File: src/rtl/vga_pkg.sv
// Shared timing defaults, frame-size helpers and pipeline stage bundle
// for the VGA scan engine.
package vga_pkg;

    localparam int H_ACTIVE_DEF = 640;
    localparam int H_FP_DEF     = 16;
    localparam int H_SYNC_DEF   = 96;
    localparam int H_BP_DEF     = 48;
    localparam int V_ACTIVE_DEF = 480;
    localparam int V_FP_DEF     = 10;
    localparam int V_SYNC_DEF   = 2;
    localparam int V_BP_DEF     = 33;

    typedef struct packed {
        logic hs;
        logic vs;
        logic de;
        logic win;
    } vga_stage_t;

    function automatic int h_total(input int act, input int fp,
                                   input int sync, input int bp);
        return act + fp + sync + bp;
    endfunction

    function automatic int v_total(input int act, input int fp,
                                   input int sync, input int bp);
        return act + fp + sync + bp;
    endfunction

    // Fetch latency plus the pixel capture register.
    function automatic int stage_dly(input int rd_lat);
        return rd_lat + 1;
    endfunction

endpackage

File: src/rtl/vga_timing.sv
// Horizontal/vertical scan counters with wrap flags and active-high
// sync decode for stage 0.
module vga_timing
    import vga_pkg::*;
#(
    parameter int H_ACTIVE = H_ACTIVE_DEF,
    parameter int H_FP     = H_FP_DEF,
    parameter int H_SYNC   = H_SYNC_DEF,
    parameter int H_BP     = H_BP_DEF,
    parameter int V_ACTIVE = V_ACTIVE_DEF,
    parameter int V_FP     = V_FP_DEF,
    parameter int V_SYNC   = V_SYNC_DEF,
    parameter int V_BP     = V_BP_DEF,
    parameter int HW = $clog2(h_total(H_ACTIVE, H_FP, H_SYNC, H_BP)),
    parameter int VW = $clog2(v_total(V_ACTIVE, V_FP, V_SYNC, V_BP))
) (
    input  logic          clk,
    input  logic          rst,
    input  logic          en,
    output logic [HW-1:0] hcount,
    output logic [VW-1:0] vcount,
    output logic          h_wrap,
    output logic          v_wrap,
    output logic          hs,
    output logic          vs
);

    localparam int H_TOTAL = h_total(H_ACTIVE, H_FP, H_SYNC, H_BP);
    localparam int V_TOTAL = v_total(V_ACTIVE, V_FP, V_SYNC, V_BP);

    logic [HW-1:0] hcount_q, hcount_d;
    logic [VW-1:0] vcount_q, vcount_d;
    logic [31:0]   h32, v32;

    always_comb begin
        h32      = 32'(hcount_q);
        v32      = 32'(vcount_q);
        h_wrap   = (h32 == H_TOTAL - 1);
        v_wrap   = h_wrap && (v32 == V_TOTAL - 1);
        hs       = (h32 >= H_ACTIVE + H_FP) &&
                   (h32 <  H_ACTIVE + H_FP + H_SYNC);
        vs       = (v32 >= V_ACTIVE + V_FP) &&
                   (v32 <  V_ACTIVE + V_FP + V_SYNC);
        hcount_d = hcount_q;
        vcount_d = vcount_q;
        if (en) begin
            hcount_d = h_wrap ? '0 : hcount_q + HW'(1);
            if (h_wrap) begin
                vcount_d = v_wrap ? '0 : vcount_q + VW'(1);
            end
        end
    end

    always_ff @(posedge clk) begin
        if (rst) begin
            hcount_q <= '0;
            vcount_q <= '0;
        end else begin
            hcount_q <= hcount_d;
            vcount_q <= vcount_d;
        end
    end

    assign hcount = hcount_q;
    assign vcount = vcount_q;

endmodule

File: src/rtl/vga_scan_engine.sv
// VGA scan-out: framebuffer fetch, pixel replication and aligned syncs.
// Optional macro VGA_BORDER_EN fills clipped active pixels with BORDER_COLOR.
module vga_scan_engine
    import vga_pkg::*;
#(
    parameter int H_ACTIVE = H_ACTIVE_DEF,
    parameter int H_FP     = H_FP_DEF,
    parameter int H_SYNC   = H_SYNC_DEF,
    parameter int H_BP     = H_BP_DEF,
    parameter int V_ACTIVE = V_ACTIVE_DEF,
    parameter int V_FP     = V_FP_DEF,
    parameter int V_SYNC   = V_SYNC_DEF,
    parameter int V_BP     = V_BP_DEF,
    parameter int SCALE_SH = 1,
    parameter int FB_W     = 320,
    parameter int FB_H     = 240,
    parameter int ADDR_W   = 17,
    parameter int DATA_W   = 8,
    parameter int RD_LAT   = 1,
    parameter bit SYNC_POL = 1'b0
`ifdef VGA_BORDER_EN
    ,
    parameter logic [DATA_W-1:0] BORDER_COLOR = '1
`endif
) (
    input  logic              clk,
    input  logic              rst,
    input  logic              en,
    output logic [ADDR_W-1:0] mem_addr,
    output logic              mem_rd,
    input  logic [DATA_W-1:0] mem_data,
    output logic              hsync,
    output logic              vsync,
    output logic              de,
    output logic [DATA_W-1:0] pixel,
    output logic              frame_start,
    output logic              line_start
);

    localparam int H_TOTAL  = h_total(H_ACTIVE, H_FP, H_SYNC, H_BP);
    localparam int V_TOTAL  = v_total(V_ACTIVE, V_FP, V_SYNC, V_BP);
    localparam int HW       = $clog2(H_TOTAL);
    localparam int VW       = $clog2(V_TOTAL);
    localparam int DLY      = stage_dly(RD_LAT);
    localparam int REP_MASK = (1 << SCALE_SH) - 1;
`ifdef VGA_BORDER_EN
    localparam logic [DATA_W-1:0] FILL = BORDER_COLOR;
`else
    localparam logic [DATA_W-1:0] FILL = '0;
`endif

    logic [HW-1:0]     hcount;
    logic [VW-1:0]     vcount;
    logic              h_wrap, v_wrap, hs0, vs0;
    logic [31:0]       h32, v32, col32, row32;
    logic              de0, win0;
    logic [ADDR_W-1:0] base_q, base_d;
    logic [DATA_W-1:0] pixel_q, pixel_d;
    vga_stage_t        pipe_q [DLY];
    vga_stage_t        pipe_d [DLY];

    vga_timing #(
        .H_ACTIVE (H_ACTIVE),
        .H_FP     (H_FP),
        .H_SYNC   (H_SYNC),
        .H_BP     (H_BP),
        .V_ACTIVE (V_ACTIVE),
        .V_FP     (V_FP),
        .V_SYNC   (V_SYNC),
        .V_BP     (V_BP),
        .HW       (HW),
        .VW       (VW)
    ) u_timing (
        .clk    (clk),
        .rst    (rst),
        .en     (en),
        .hcount (hcount),
        .vcount (vcount),
        .h_wrap (h_wrap),
        .v_wrap (v_wrap),
        .hs     (hs0),
        .vs     (vs0)
    );

    always_comb begin
        h32    = 32'(hcount);
        v32    = 32'(vcount);
        col32  = h32 >> SCALE_SH;
        row32  = v32 >> SCALE_SH;
        de0    = (h32 < H_ACTIVE) && (v32 < V_ACTIVE);
        win0   = de0 && (col32 < FB_W) && (row32 < FB_H);
        base_d = base_q;
        // Base stops at the last stored row so the address never wraps.
        if (en) begin
            if (v_wrap) begin
                base_d = '0;
            end else if (h_wrap && ((v32 & REP_MASK) == REP_MASK) &&
                         (row32 + 1 < FB_H)) begin
                base_d = base_q + ADDR_W'(FB_W);
            end
        end
        pipe_d  = pipe_q;
        pixel_d = pixel_q;
        if (en) begin
            pipe_d[0].hs  = hs0;
            pipe_d[0].vs  = vs0;
            pipe_d[0].de  = de0;
            pipe_d[0].win = win0;
            for (int i = 1; i < DLY; i++) begin
                pipe_d[i] = pipe_q[i-1];
            end
            // Stage RD_LAT-1 lines up with the returning read data.
            if (!pipe_q[RD_LAT-1].de) begin
                pixel_d = '0;
            end else if (pipe_q[RD_LAT-1].win) begin
                pixel_d = mem_data;
            end else begin
                pixel_d = FILL;
            end
        end
    end

    always_ff @(posedge clk) begin
        if (rst) begin
            base_q  <= '0;
            pixel_q <= '0;
            for (int i = 0; i < DLY; i++) begin
                pipe_q[i] <= '0;
            end
        end else begin
            base_q  <= base_d;
            pixel_q <= pixel_d;
            pipe_q  <= pipe_d;
        end
    end

    assign mem_rd      = !rst && en && win0;
    assign mem_addr    = rst ? '0 : base_q + ADDR_W'(col32);
    assign frame_start = !rst && en && (h32 == 0) && (v32 == 0);
    assign line_start  = !rst && en && (h32 == 0);
    assign hsync       = pipe_q[DLY-1].hs ? SYNC_POL : ~SYNC_POL;
    assign vsync       = pipe_q[DLY-1].vs ? SYNC_POL : ~SYNC_POL;
    assign de          = pipe_q[DLY-1].de;
    assign pixel       = pixel_q;

endmodule
File: config.mk
export PLATFORM = sky130hd
export DESIGN_NAME = vga_scan_engine
export DESIGN_NICKNAME = d
export VERILOG_FILES = /design/src/rtl/vga_pkg.sv /design/src/rtl/vga_timing.sv /design/src/rtl/vga_scan_engine.sv
export SDC_FILE = /design/constraint.sdc
export NUM_CORES = 1
export LEC_CHECK = 0
export CAP_MARGIN = 20
export CORE_MARGIN = 2
export CORE_UTILIZATION = 49
export DETAILED_ROUTE_END_ITERATION = 16
export DONT_BUFFER_PORTS = 1
export PLACE_DENSITY_LB_ADDON = 0.25
export SLEW_MARGIN = 40
export SYNTH_ARGS = -nofsm -noshare
export SYNTH_HDL_FRONTEND = slang
export SYNTH_SLANG_ARGS = --single-unit
File: constraint.sdc
create_clock -name clk -period 3.1 [get_ports clk]
set_input_delay 0.62 -clock clk [delete_from_list [all_inputs] [get_ports clk]]
set_output_delay 0.62 -clock clk [all_outputs]
set_load 0.02 [all_outputs]
==> run summary <==
Synthesis-stage register bit count - 45
Hold path depth - 1
Final period utilization - 92.07%
Largest family of logic cells by synthesized area - simple AND/OR/NAND/NOR gates
Total core area - 0.004692 mm²
Kind of cell adding the most delay to the critical path - simple AND/OR/NAND/NOR gates
Max VDD drop - 0.2750 mV
Die H - 73.75 µm
Mapped cell area - 0.002384 mm²
Crit path capture type - primary output
Worst Tran Pin Value - 0.6015 ns
Die width - 73.75 µm
CTS Hold Buffers Added - 0
Longest Clk Path Bufs - 2
TritonCTS clock tree - yes
Reg-to-reg endpoint - base_q[14]$_SDFFE_PP0P_
Post-synthesis xor/xnor area fraction - 9.921%
Setup Total Neg Slack - 0 ns
Worst r2r path cells - 6
Leak pwr - 0.8765 nW
Grt ovf - 0
Min-delay src - rst
Clock transition at the registers of the reported paths - 0.09 ns
Stages on worst setup path - 6
Routed WL - 4.858 mm
WL/cell - 14.25 µm
Synth Warn # - 0
Critical path launch point type - flip-flop
Slew Limit Headroom - 59.53%
DR vias/cell - 5.798
Input/output buffers - 0
WHS - 0.3702 ns
Required @ worst endpoint - 2.48 ns
Post-synth EDFFs - 0
Total CTS buffers - 5
Gr usage total - 18.37%
Mean Syn Cell Area - 8.135 µm²
CP Class - reg2out
Layout area overhead - 6.142%
Hpwl dp - 3.412 mm
Max Freq - 0.3504 GHz
Post-synthesis compound-gate area fraction - 12.86%
Top Ports - 42
Vias in the first global route - 1673
# fillers - 456
Placer congestion estimate - 0.8600
Seq/Total Area, Yosys - 37.80%
Root buffer cell - clkbuf_8
Resized cells post-CTS - 0
Max Cap Viol - 0
Mux contribution to synthesized area - 1.680%
Adder-cell area share of the yosys netlist - 4.199%
Largest net degree at the start of global routing - 44
Final instance area - 0.002530 mm²
Worst min path class - in2reg
Count of cell types in the netlist - 43
CP cell instances - ha_1 -> a21oi_1 -> o21bai_1 -> or3b_2 -> xor2_1 -> nor2_1
Synth async-reset ratio - 0%
Critical Path Fanout Max - 7
Final worst path period need - 2.854 ns
# rows - 25
Unrepaired setup endpoints after global routing - no
Number of routed nets with antenna violations - 0
Worst r2r src - u_timing.hcount[0]$_SDFFE_PP0P_
Buf/Inv on CP - 0
Post-DP Area - 0.002392 mm²
Initial antenna violation count - 0
Initial DRT Pass Iterations - 4
First-pass GRT wire length - 7.741 mm
Main synth FF type - dfxtp_1
Post-Synthesis Cells - 293
Layout cells sized above 1 - 5.923%
Starting Density - 50.80%
FF-to-FF setup slack - 0.69 ns
DR iter-0 viols - 135
CTS H-tree lvls - 2
Total Nets Final - 305
Antenna diode count - 0
Die area - 0.005438 mm²
Post-synth net total - 312
Clock sinks - 45
Run status - finished clean
Hold Path End - base_q[7]$_SDFFE_PP0P_
Vias - 1977
Post-Route Skew - 0.009001 ns
Final Hold Fails - 0
Critical Path AT - 2.23 ns
Crit-path slowest cell - or3b_2
Max-slew violations - 0
Critical path's largest stage delay - 0.47 ns
Cell Pwr Density - 464.6 mW/mm²
Final Setup Violations - 0
Clock Latency Late Sink - 0.31 ns
Simple-gate share of the synthesized area - 28.24%
Post-CTS Setup Bufs - 0
Drt drc - 0
[routing by layer]
metal	vias up	track usage [%]	routed length, µm
met3	7	4.527	243
met2	51	26.98	2170
met1	911	25.72	2380
met4	0	7.273	63
met5	-	0	0
li1	1008	-	-
[synth_stat cells (all sizes together) (2+ instances only)]
master   n  share of area, %
a21oi   16               3.4
a22oi    9               2.8
and2     4               1.0
and3     5               1.3
buf      5               1.5
clkbuf  12               1.9
dfxtp   45                38
ha       8               4.2
inv     12               1.9
mux2i    4               1.7
nand2   19               3.0
nand3   15               3.1
nand3b   2              0.63
nand4    7               1.8
nor2    50               7.9
nor2b    7               1.8
nor3     4              0.84
nor4     7               1.8
o21ai    6               1.3
o31ai    6               1.9
or4      7               2.5
xnor2   12               4.4
xor2    15               5.5
[report_power, final]
group | internal [mW] | switching (mW) | total, mW
clock | 0.324 | 0.215 | 0.540
sequential | 0.585 | 0.0106 | 0.596
combinational | 0.0153 | 0.0244 | 0.0397
[cell families (layout without fill, tap and decap cells)]
group | Yosys count | count (layout)
and+or+nand+nor | 134 | 134
AOI/OAI and AO/OA | 46 | 46
DFF | 45 | 45
buffers and inverters | 29 | 23
xor gates and xnor gates | 27 | 27
adders and majority gates | 8 | 8
muxes | 4 | 4
[placed cells by master (no fill, tap or decap), drive strengths merged, types with 5 or more instances in the layout]
master / synthesis / layout
xor2: 15 / 15
a21oi: 16 / 16
nor4: 7 / 7
and3: 5 / 5
ha: 8 / 8
inv: 12 / 13
o21ai: 6 / 6
clkbuf: 12 / 5
xnor2: 12 / 12
nand3: 15 / 15
nor2b: 7 / 7
nor2: 50 / 50
o31ai: 6 / 6
nand4: 7 / 7
a22oi: 9 / 9
or4: 7 / 7
nand2: 19 / 19
dfxtp: 45 / 45
[sequential cells by signal, indices dropped and copies added, names as in the netlist]
register / flops
pixel: 8
u_timing.vcount: 10
de: 1
pipe_q: 5
base_q: 11
u_timing.hcount: 10
[per-stage QoR]
stage | total power, mW | worst slack [ns] | instances | utilization (%)
6_report | 1.175 | 0.2457 | 341 | 53.92
5_1_grt | 1.213 | 0.1595 | 341 | 53.92
4_1_cts | 1.185 | 0.2480 | 341 | 53.92
3_5_place_dp | 0.6496 | 0.4875 | 333 | 50.99
3_3_place_gp | 0.6487 | 0.5738 | 333 | 50.99
2_1_floorplan | 0.6487 | 0.2736 | 293 | -
[how the worst max path moves through the flow]
stage / startpoint / to / slack [ns]
final: u_timing.hcount[8]$_SDFFE_PP0P_ / mem_addr[16] / 0.25
after global routing: u_timing.hcount[7]$_SDFFE_PP0P_ / mem_addr[16] / 0.16
after CTS: u_timing.hcount[8]$_SDFFE_PP0P_ / mem_addr[16] / 0.25
after detailed placement: en / frame_start / 0.49
after global placement: en / frame_start / 0.57
after floorplan: rst / frame_start / 0.27
[layout make-up]
class	instances	area, µm²	area share, %
Sequential cell	45	900.9	35.61
Clock inverter	3	68.82	2.720
Multi-Input combinational cell	219	1356	53.61
Clock buffer	5	68.82	2.720
Inverter	12	45.04	1.780
Tap cell	54	67.56	2.671
Timing Repair Buffer	3	22.52	0.8902
Note: power is estimated with default switching activity, not from simulation.
